===== src/rtl/button_conditioner.sv =====
// -----------------------------------------------------------------------------
// button_conditioner
//
// Conditions five raw pushbuttons into clean one-cycle command pulses.
// Each raw input is synchronized (2 flops), debounced with its own counter and
// stable register, and rising edges of the stable level become registered
// pulses. start/stop/delete are mutually exclusive (delete > stop > start) and
// never repeat. The two increment buttons auto-repeat while held.
//
// Ports
//   clk              in   system clock, rising edge
//   reset            in   synchronous, active-high
//   btn_raw[4:0]     in   raw buttons: [0] start, [1] stop, [2] delete,
//                         [3] incrementSeconds, [4] incrementMinutes
//   start            out  one-cycle command pulse
//   stop             out  one-cycle command pulse
//   delete           out  one-cycle command pulse
//   incrementSeconds out  one-cycle pulse, auto-repeats while held
//   incrementMinutes out  one-cycle pulse, auto-repeats while held
//   btn_level[4:0]   out  debounced stable level, same bit order as btn_raw
// -----------------------------------------------------------------------------
module button_conditioner #(
    parameter int DEBOUNCE_CYCLES = 1000000,
    parameter int REPEAT_DELAY    = 25000000,
    parameter int REPEAT_PERIOD   = 10000000
) (
    input  logic       clk,
    input  logic       reset,
    input  logic [4:0] btn_raw,
    output logic       start,
    output logic       stop,
    output logic       delete,
    output logic       incrementSeconds,
    output logic       incrementMinutes,
    output logic [4:0] btn_level
);

    localparam int DW   = $clog2(DEBOUNCE_CYCLES + 1);
    localparam int HMAX = (REPEAT_DELAY > REPEAT_PERIOD) ? REPEAT_DELAY : REPEAT_PERIOD;
    localparam int HW   = (HMAX > 1) ? $clog2(HMAX) : 1;

    logic [4:0]    sync1, sync2;
    logic [4:0]    stable, stable_q, stable_nxt, rise;
    logic [DW-1:0] db_cnt [5];
    logic [HW-1:0] hold_cnt [2];
    logic [HW-1:0] hold_nxt [2];
    logic [1:0]    rep_fire;

    // Two-flop synchronizer per button.
    always_ff @(posedge clk) begin
        if (reset) begin
            sync1 <= '0;
            sync2 <= '0;
        end else begin
            sync1 <= btn_raw;
            sync2 <= sync1;
        end
    end

    // The stable value flips only once the counter has already accumulated
    // DEBOUNCE_CYCLES mismatching cycles and the mismatch is still present.
    always_comb begin
        stable_nxt = stable;
        for (int i = 0; i < 5; i++) begin
            if (sync2[i] != stable[i] && db_cnt[i] == DW'(DEBOUNCE_CYCLES))
                stable_nxt[i] = sync2[i];
        end
    end

    always_ff @(posedge clk) begin
        if (reset) begin
            stable   <= '0;
            stable_q <= '0;
            for (int i = 0; i < 5; i++) db_cnt[i] <= '0;
        end else begin
            stable   <= stable_nxt;
            stable_q <= stable;
            for (int i = 0; i < 5; i++) begin
                if (sync2[i] == stable[i] || db_cnt[i] == DW'(DEBOUNCE_CYCLES))
                    db_cnt[i] <= '0;
                else
                    db_cnt[i] <= db_cnt[i] + 1'b1;
            end
        end
    end

    assign rise      = stable & ~stable_q;
    assign btn_level = stable;

    // Hold counters for the increment buttons (bits 3 and 4). Loaded on the
    // initial press pulse, then count down; reaching zero while still held
    // fires a repeat and reloads with the repeat period. A release decided on
    // this edge (stable_nxt low) clears the counter and suppresses any repeat.
    always_comb begin
        for (int j = 0; j < 2; j++) begin
            rep_fire[j] = 1'b0;
            hold_nxt[j] = hold_cnt[j];
            if (!stable_nxt[3+j]) begin
                hold_nxt[j] = '0;
            end else if (rise[3+j]) begin
                hold_nxt[j] = HW'(REPEAT_DELAY - 1);
            end else if (stable_q[3+j]) begin
                if (hold_cnt[j] == '0) begin
                    rep_fire[j] = 1'b1;
                    hold_nxt[j] = HW'(REPEAT_PERIOD - 1);
                end else begin
                    hold_nxt[j] = hold_cnt[j] - 1'b1;
                end
            end
        end
    end

    // Registered pulses. Lower-priority commands are dropped when a higher
    // one rises in the same cycle.
    always_ff @(posedge clk) begin
        if (reset) begin
            hold_cnt[0]      <= '0;
            hold_cnt[1]      <= '0;
            start            <= 1'b0;
            stop             <= 1'b0;
            delete           <= 1'b0;
            incrementSeconds <= 1'b0;
            incrementMinutes <= 1'b0;
        end else begin
            hold_cnt[0]      <= hold_nxt[0];
            hold_cnt[1]      <= hold_nxt[1];
            delete           <= rise[2];
            stop             <= rise[1] & ~rise[2];
            start            <= rise[0] & ~rise[1] & ~rise[2];
            incrementSeconds <= rise[3] | rep_fire[0];
            incrementMinutes <= rise[4] | rep_fire[1];
        end
    end

endmodule

===== config.mk =====
export PLATFORM = sky130hd
export DESIGN_NAME = button_conditioner
export DESIGN_NICKNAME = d
export VERILOG_FILES = /design/src/rtl/button_conditioner.sv
export SDC_FILE = /design/constraint.sdc
export NUM_CORES = 1
export LEC_CHECK = 0
export ABC_CLOCK_PERIOD_IN_PS = 2600
export BUFFER_PORTS_ARGS = -buffer_cell sky130_fd_sc_hd__buf_2
export CORE_AREA = 2 2 142 144
export DETAILED_ROUTE_END_ITERATION = 7
export DIE_AREA = 0 0 144 146
export GPL_ROUTABILITY_DRIVEN = 0
export HOLD_SLACK_MARGIN = 0.1
export PLACE_DENSITY_LB_ADDON = 0.08
export SYNTH_ARGS = -nofsm -noshare
export SYNTH_HDL_FRONTEND = slang
export SYNTH_SLANG_ARGS = --single-unit

===== constraint.sdc =====
create_clock -name clk -period 2.6 [get_ports clk]
set_input_delay 0.13 -clock clk [delete_from_list [all_inputs] [get_ports clk]]
set_output_delay 0.13 -clock clk [all_outputs]
set_load 0.1 [all_outputs]

# Word level (Yosys, flattened, before mapping)
# Memories as Yosys holds them, arrays and structs flattened.
# Cells that the tools add are included.
[word_totals]
regBits = 25
ramBits = 150
inputBits = 7
output_inout_bits = 10
word_cells = 132
n_memories = 2
[classes]
n_addsub = 7
n_eq_ne = 15
n_mux = 63
bitwise = 21
reduce_logical = 12
[memory_table]
columns = ["memory", "words", "word_bits", "read_ports", "rd_ports_with_merged_regs", "wr", "line", "source"]
rows = [
  ["db_cnt", 5, 20, 5, 0, 5, "44", "logic [DW-1:0] db_cnt [5];"],
  ["hold_cnt", 2, 25, 2, 0, 2, "45", "logic [HW-1:0] hold_cnt [2];"],
]
[op_table]
columns = ["operator", "n"]
rows = [
  ["25-bit 2-to-1 mux", 10],
  ["20-bit 2-to-1 mux", 10],
  ["20-bit by 1-bit adder with 20-bit output, second input constant", 5],
  ["20-bit == test, second input constant", 5],
  ["25-bit logical NOT", 2],
  ["25-bit by 1-bit subtractor with 25-bit output, second input constant", 2],
  ["1-bit 2-to-1 mux", 43],
  ["1-bit bitwise OR", 14],
  ["5-bit AND", 1],
  ["1-bit == test", 5],
  ["1-bit logical AND", 5],
  ["1-bit logical OR", 5],
  ["1-bit inequality test", 5],
  ["5-bit NOT", 1],
  ["1-bit AND", 3],
  ["1-bit NOT", 2],
]

# Longest topological paths before layout
# Gate-level depths: netlist (run 1).
[depth]
word_depth = 7
depth_mapped = 8
ltp_nobuf = 7

# Least setup slack after synthesis (run 1)
# No wires, ideal clock.
[synth_timing]
path_type = "register to register"
startpoint = "register stable[3] (netlist: btn_level[3])"
endpoint = "memory hold_cnt[0][5] (netlist bit)"
setup_ns = 0.074
arrival_ns = 2.425
required_ns = 2.526
slack_ns = 0.101
stages_incl_launch_ff = 8
path_buffers = 2
period_less_slack_ns = 2.499
cell_sequence = "dfxtp_1 > clkbuf_1 > or2_2 > clkbuf_1 > nand3_1 > or4_1 > xor2_1 > a31oi_1"
[synth_lines]
columns = ["item", "line", "source"]
rows = [
  ["start: declaration", "43", "logic [4:0] stable, stable_q, stable_nxt, rise;"],
  ["start signal: assignment", "76", "stable <= stable_nxt;"],
  ["end: declaration", "45", ""],
]

==> impl_results.md, run 1 <==
- Synth Area per Inst: 9.75 sq um
- RSZ-0062 raised after global routing: no
- Design area: 0.0106 sq mm
- Worst slew pin tran: slightly above 0.6 ns
- Peak VDD IR: roughly 0.5 mV
- Core area: between 0.015 and 0.02 sq mm
- Fin crit share: 0.881
- Clk_lat worst skew: 0.43 ns
- Post-CTS Setup Bufs: 0
- Io pins: 17
- Post-Synthesis Cells: 925
- Row cnt: 51
- Reg2reg start: hold_cnt[0][40]
- Slew HR: 0.596
- Antenna diodes: 0
- Drt total wl: 17.2 mm
- Max_cap viols: 0
- CTS buffer count: 17
- Initial cell density of the core: 0.466
- Vias: 6668
- Synth area leader: edfxtp_1
- DP HPWL: 12.1 mm
- PwrDens: 564 mW/mm^2
- Port bufs: 16
- Root Driver: clkbuf_16
- Share of layout cells above drive strength 1: 0.0760
- Fmax: 0.437 GHz
- Critical path origin: hold_cnt[0][40]
- Critical path type: register to register
- Skew final: approximately 0.013 ns
- Post-synth EDFFs: 100
- First-pass GRT wire length: between 30 and 40 mm
- DRC: 0
- Area after DPL: 0.00987 sq mm
- Synth Flop Type: edfxtp_1
- CTS sink count: ~180
- Routed vias/inst: ~5
- TritonRoute pass-1 iters: 5
- Startpoint Class: register
- Clock Path Buffers: 2
- Status: finished, final reports clean
- Ys async rst share: 0
- Top area cells in the synthesized netlist: edfxtp_1, dfxtp_1, nor2_1, xnor2_1, xor2_1
- Post-layout util: 0.547
- Fill cells: 1780
- Cell Area, Synth: ~0.0090 sq mm
- Setup crit end kind: register
- Tmin final: 2.29 ns
- Worst Setup Slack, final: 0.309 ns
- Hold_ws: around 0.17 ns
- Seq/Total Area, Yosys: 0.500
- Post-cts sizing count: 0
- WP data required: around 3.0 ns
- Routed length per instance: 12.9 microns
- # setup viols final: 0
- Ys Warns: 0
- Most common cell after layout, fill and taps aside: nor2_1
- Area grow syn2layout: 17.2%
- Final Max Slew Viols: 0
- Yosys reg bits: about 180
- GR Util All Layers: 0.176
- Largest net degree at the start of global routing: 30
- Static leakage: 0.00376 uW
- HP Start: reset
- Die width: 144 microns
- Hold/Removal Path Class: primary input to register
- Hold Vio Cnt, Final: 0
- CP max FO: 6
- CTS tree: done
- Die Height: approximately 150 microns
- Die area: 0.0210 sq mm
- Arr. time, crit path: ~2.6 ns
- Vias in the first global route: roughly 6300
- Top cell type's share of synthesized area: 0.333
- H-tree depth: 4
- Routed Antenna Nets: 0
- Most frequent cells in the layout: nor2_1, edfxtp_1, conb_1, dfxtp_1, xnor2_1
- Initial antenna violation count: 0
- Post-synth cell types: 57
- DP Worst Slack: 0.308 ns
- Final net count: 1074
- CTS clock-pin slew for the worst setup and hold paths: ~0.070 ns
- Iter 0 DRT Violations: 286
- Total negative setup slack: 0 ns
- Gr ovfl total: 0
==> worst max-delay path, cell delays in order, from the launching register on <==
cell and delay [ns]:
dfxtp_1 0.36, or4_1 0.59, nor4b_1 0.43, nand4_1 0.34
and2_1 0.30, a221oi_2 0.20
==> path summary, 6_finish.rpt <==
path | end | slack [ns] | cells after the start
worst max-delay path | hold_cnt[0][26] | 0.31 | 5
worst min-delay path | sync2[4] | 0.17 | 2
worst max register to register | hold_cnt[0][26] | 0.31 | 5
worst min register to register | start | 0.40 | 1
==> metal layers <==
layer  vias up  GRT usage  wire (microns)
li1       3460          -               -
met1      3095      0.253            8870
met2        97      0.264            7500
met3        16     0.0395             669
met4         0     0.0534             189
met5         -          0               0
==> power by group <==
part | internal, uW | total (uW) | leakage (uW) | switching (uW)
Sequential | 3000 | 3080 | 0.00164 | 78.8
Clock | 1630 | 2720 | 0.000312 | 1080
Combinational | 74.0 | 164 | 0.00181 | 90.2
Total | 4710 | 5960 | 0.00376 | 1250
==> cells by family after synthesis <==
| kind of cell | synth area share |
|---|---|
| compound gates | 0.0529 |
| xor+xnor | 0.119 |
| fa+ha+maj | 0.0194 |
| buf+inv | 0.0276 |
| flops | 0.500 |
| mux | 0.0103 |
| other cells | 0.000416 |
| simple gates | 0.270 |
==> cell usage after synthesis (6+ instances only) <==
cell type	count
nor2_1	159
edfxtp_1	100
dfxtp_1	75
xnor2_1	65
nand3_1	61
xor2_1	58
nand2_1	42
inv_1	35
nor3_1	34
nand4_1	31
clkbuf_1	29
a21oi_1	26
nor4_1	26
nor2b_1	23
nor4b_1	17
ha_1	14
or3_1	13
and4_1	10
o21ai_0	10
and3_1	8
a211oi_1	7
a31oi_1	7
mux2i_1	7
and2_1	6
nor3b_1	6
or4_1	6
==> layout make-up <==
cell class | instances | area [sq um] | area share
inverter | 36 | 135 | 0.0128
multi-input combinational | 783 | 4640 | 0.439
sequential | 175 | 4500 | 0.426
clock buffer | 24 | 567 | 0.0536
tap | 265 | 332 | 0.0314
timing repair buffer | 40 | 310 | 0.0294
clock inverter | 8 | 85.1 | 0.00805
==> timing repair <==
item | CTS | global route
setup endpoints to repair | 0 | 0
endpoints found under the hold margin | 5 | 0
hold buffers | 5 | 0
==> metrics by stage <==
stage / total power (uW) / instances
after floorplan: 3250 / 1024
after global placement: 3290 / 1294
after detailed placement: 3290 / 1294
after CTS: 6030 / 1331
after global routing: 6180 / 1331
final: 5960 / 1331
==> state kept, by name, summed over array words and instances, names as in the netlist <==
name and count:
hold_cnt 50, delete 1, start 1, stable_q 5, btn_level 5, stop 1, sync1 5, db_cnt 100
sync2 5, incrementSeconds 1, incrementMinutes 1
Note: power is estimated with default switching activity, not from simulation.
==> inputs of run 2 (changes only) <==
- ABC_CLOCK_PERIOD_IN_PS: 2600 -> 2550
- clock period: 2.6 -> 2.55 ns (I/O delays scaled with it)
==> run 2 against run 1 <==
Setup slack lost 0.0060 ns. Cell count is essentially flat. Cell area shrank 0.92%. Sequential power grew 2%. Wire length grew 0.52%. Die area is the same. Via count is essentially flat. Total power shrank 2.3%. Non-clock buffer count shrank 1. Global-route usage shrank 0.063 points. Core utilization shrank 0.50 points. Critical path type unchanged.
==> impl_results.md, run 2 (synthesized netlist as in run 1, its figures left out) <==
- CP max FO: 7
- DP HPWL: between 10 and 15 mm
- Hold_ws: 0.172 ns
- Initial antenna violation count: 0
- Number of flip-flops in the largest register: 100
- Row cnt: just over 50
- Critical path type: register to register
- Startpoint Class: register
- Die area: 0.0210 sq mm
- TritonRoute pass-1 iters: 5
- Hold/Removal Path Class: primary input to register
- Crit path buffers/inverters: 0
- Fin crit share: 0.881
- H-tree depth: 4
- Total negative setup slack: 0 ns
- Hold Vio Cnt, Final: 0
- Multi-input logic area: 0.00464 sq mm
- DRC: 0
- Worst slew pin tran: ~0.7 ns
- Routed vias/inst: 5.01
- Tmin final: 2.25 ns
- Reg2Reg Setup Slack: a little over 0.3 ns
- Slowest-stage cell, CP: or4_4
- CTS tree: done
- Placed insts: 1293
- Core area: 0.0193 sq mm
- Slew HR: 0.521
- Share of layout cells above drive strength 1: 0.0742
- Routed Antenna Nets: 0
- Static leakage: around 0.0037 uW
- CP Cell Sequence: or4_4 -> nor4_4 -> nand4_1 -> and2_1 -> a221oi_2
- Antenna diodes: 0
- GR Util All Layers: 0.175
- Peak VDD IR: ~0.45 mV
- Final Max Slew Viols: 0
- Hold path endpoint: btn_level[2]
- Root Driver: clkbuf_16
- Arr. time, crit path: 2.59 ns
- Register-to-Register Path Depth: 5
- CTS sink count: 175
- Largest net degree at the start of global routing: 30
- WP data required: 2.89 ns
- Clk_lat worst skew: 0.42 ns
- Port bufs: 16
- Reg2reg start: hold_cnt[0][31]
- Worst path max stage delay: 0.60 ns
- Initial cell density of the core: 0.466
- RSZ-0062 raised after global routing: no
- Final non-filler cell total: between 1000 and 1500
- FF-to-FF End: hold_cnt[0][26]
- Fmax: 0.445 GHz
- Most frequent cells in the layout: nor2_1, edfxtp_1, conb_1, dfxtp_1, xnor2_1
- Drt total wl: 17.3 mm
- Max_cap viols: 0
- Status: finished, final reports clean
- Io pins: 17
- PwrDens: 556 mW/mm^2
- Crit-path leading delay family: simple AND/OR/NAND/NOR gates
- CTS buffer count: 17
- Vias: 6663
- Routed length per instance: 13.0 microns
- Gr ovfl total: 0
- First-pass GRT wire length: about 30 mm
- Worst Hold Depth: 2
- Die Height: around 150 microns
- Area grow syn2layout: 16.2%
- Iter 0 DRT Violations: between 200 and 300
- Clock Path Buffers: 2
- Die width: 144 microns
- Setup crit end kind: register
- HP Start: reset
- Final net count: 1073
- # setup viols final: 0
- Biggest regs: db_cnt: 100 flops, hold_cnt: 50 flops
- Largest Register: db_cnt
- Vias in the first global route: roughly 6300
- Skew final: 0.00731 ns
- Register Area: 0.00450 sq mm
- Fill cells: 1769
- Most common cell after layout, fill and taps aside: nor2_1
- CTS clock-pin slew for the worst setup and hold paths: approximately 0.06 ns
==> run 2: changes by cell type in the layout (fill, tap and decap cells not counted), sizes merged <==
cell,change
buf,-1
bufinv,-1
clkinv,+1
clkinvlp,-3
inv,+3
==> run 2: worst register-to-register path, cell delays in order, from the launching register on <==
cell and delay [ns]:
dfxtp_1 0.37, or4_4 0.60, nor4_4 0.38, nand4_1 0.32
and2_1 0.30, a221oi_2 0.20
==> run 2: cell type report <==
cell class / instances / area share
Sequential cell: 175 / 0.430
Multi-Input combinational cell: 783 / 0.443
Inverter: 36 / 0.0129
Clock buffer: 24 / 0.0510
Clock inverter: 8 / 0.00442
Timing Repair Buffer: 39 / 0.0265
Tap cell: 265 / 0.0317
==> run 2: power breakdown <==
part / leakage [uW] / switching, uW / internal (uW)
logic: 0.00180 / 90.5 / 72.9
registers: 0.00164 / 81.0 / 3060
clock network: 0.000299 / 1050 / 1470
==> run 2: worst max-delay path by stage <==
stage / slack [ns] / endpoint / from / cells after the start
floorplan: 0.05 / hold_cnt[0][5] / btn_level[3] / 7
finish: 0.30 / hold_cnt[0][26] / hold_cnt[0][31] / 5
CTS: 0.25 / hold_cnt[0][25] / hold_cnt[0][40] / 5
global placement: 0.34 / db_cnt[4][7] / db_cnt[4][11] / 6
global route: 0.08 / db_cnt[4][8] / db_cnt[4][11] / 6
detailed placement: 0.26 / hold_cnt[0][25] / hold_cnt[0][40] / 5
==> run 2: repair_timing <==
action,in CTS,in global routing
hold buffers,5,0
hold endpoints to repair,5,0
resized for setup,0,1
endpoints found under the setup margin,0,2
setup buffers,0,0
==> run 2: stage by stage <==
stage	utilization	worst slack (ns)	total power, uW	instance area (sq um)
2_1_floorplan	-	0.0506	3310	9390
4_1_cts	0.541	0.248	5900	10500
3_5_place_dp	0.509	0.260	3360	9840
3_3_place_gp	0.509	0.344	3350	9840
6_report	0.542	0.303	5820	10500
5_1_grt	0.542	0.0820	6050	10500
==> run 2: per-layer routing <==
layer / track usage / up-vias / share of wire
met2: 0.259 / 68 / 0.44
met5: 0 / - / 0
met1: 0.258 / 3124 / 0.52
met3: 0.0385 / 9 / 0.031
li1: - / 3462 / -
met4: 0.0485 / 0 / 0.0090
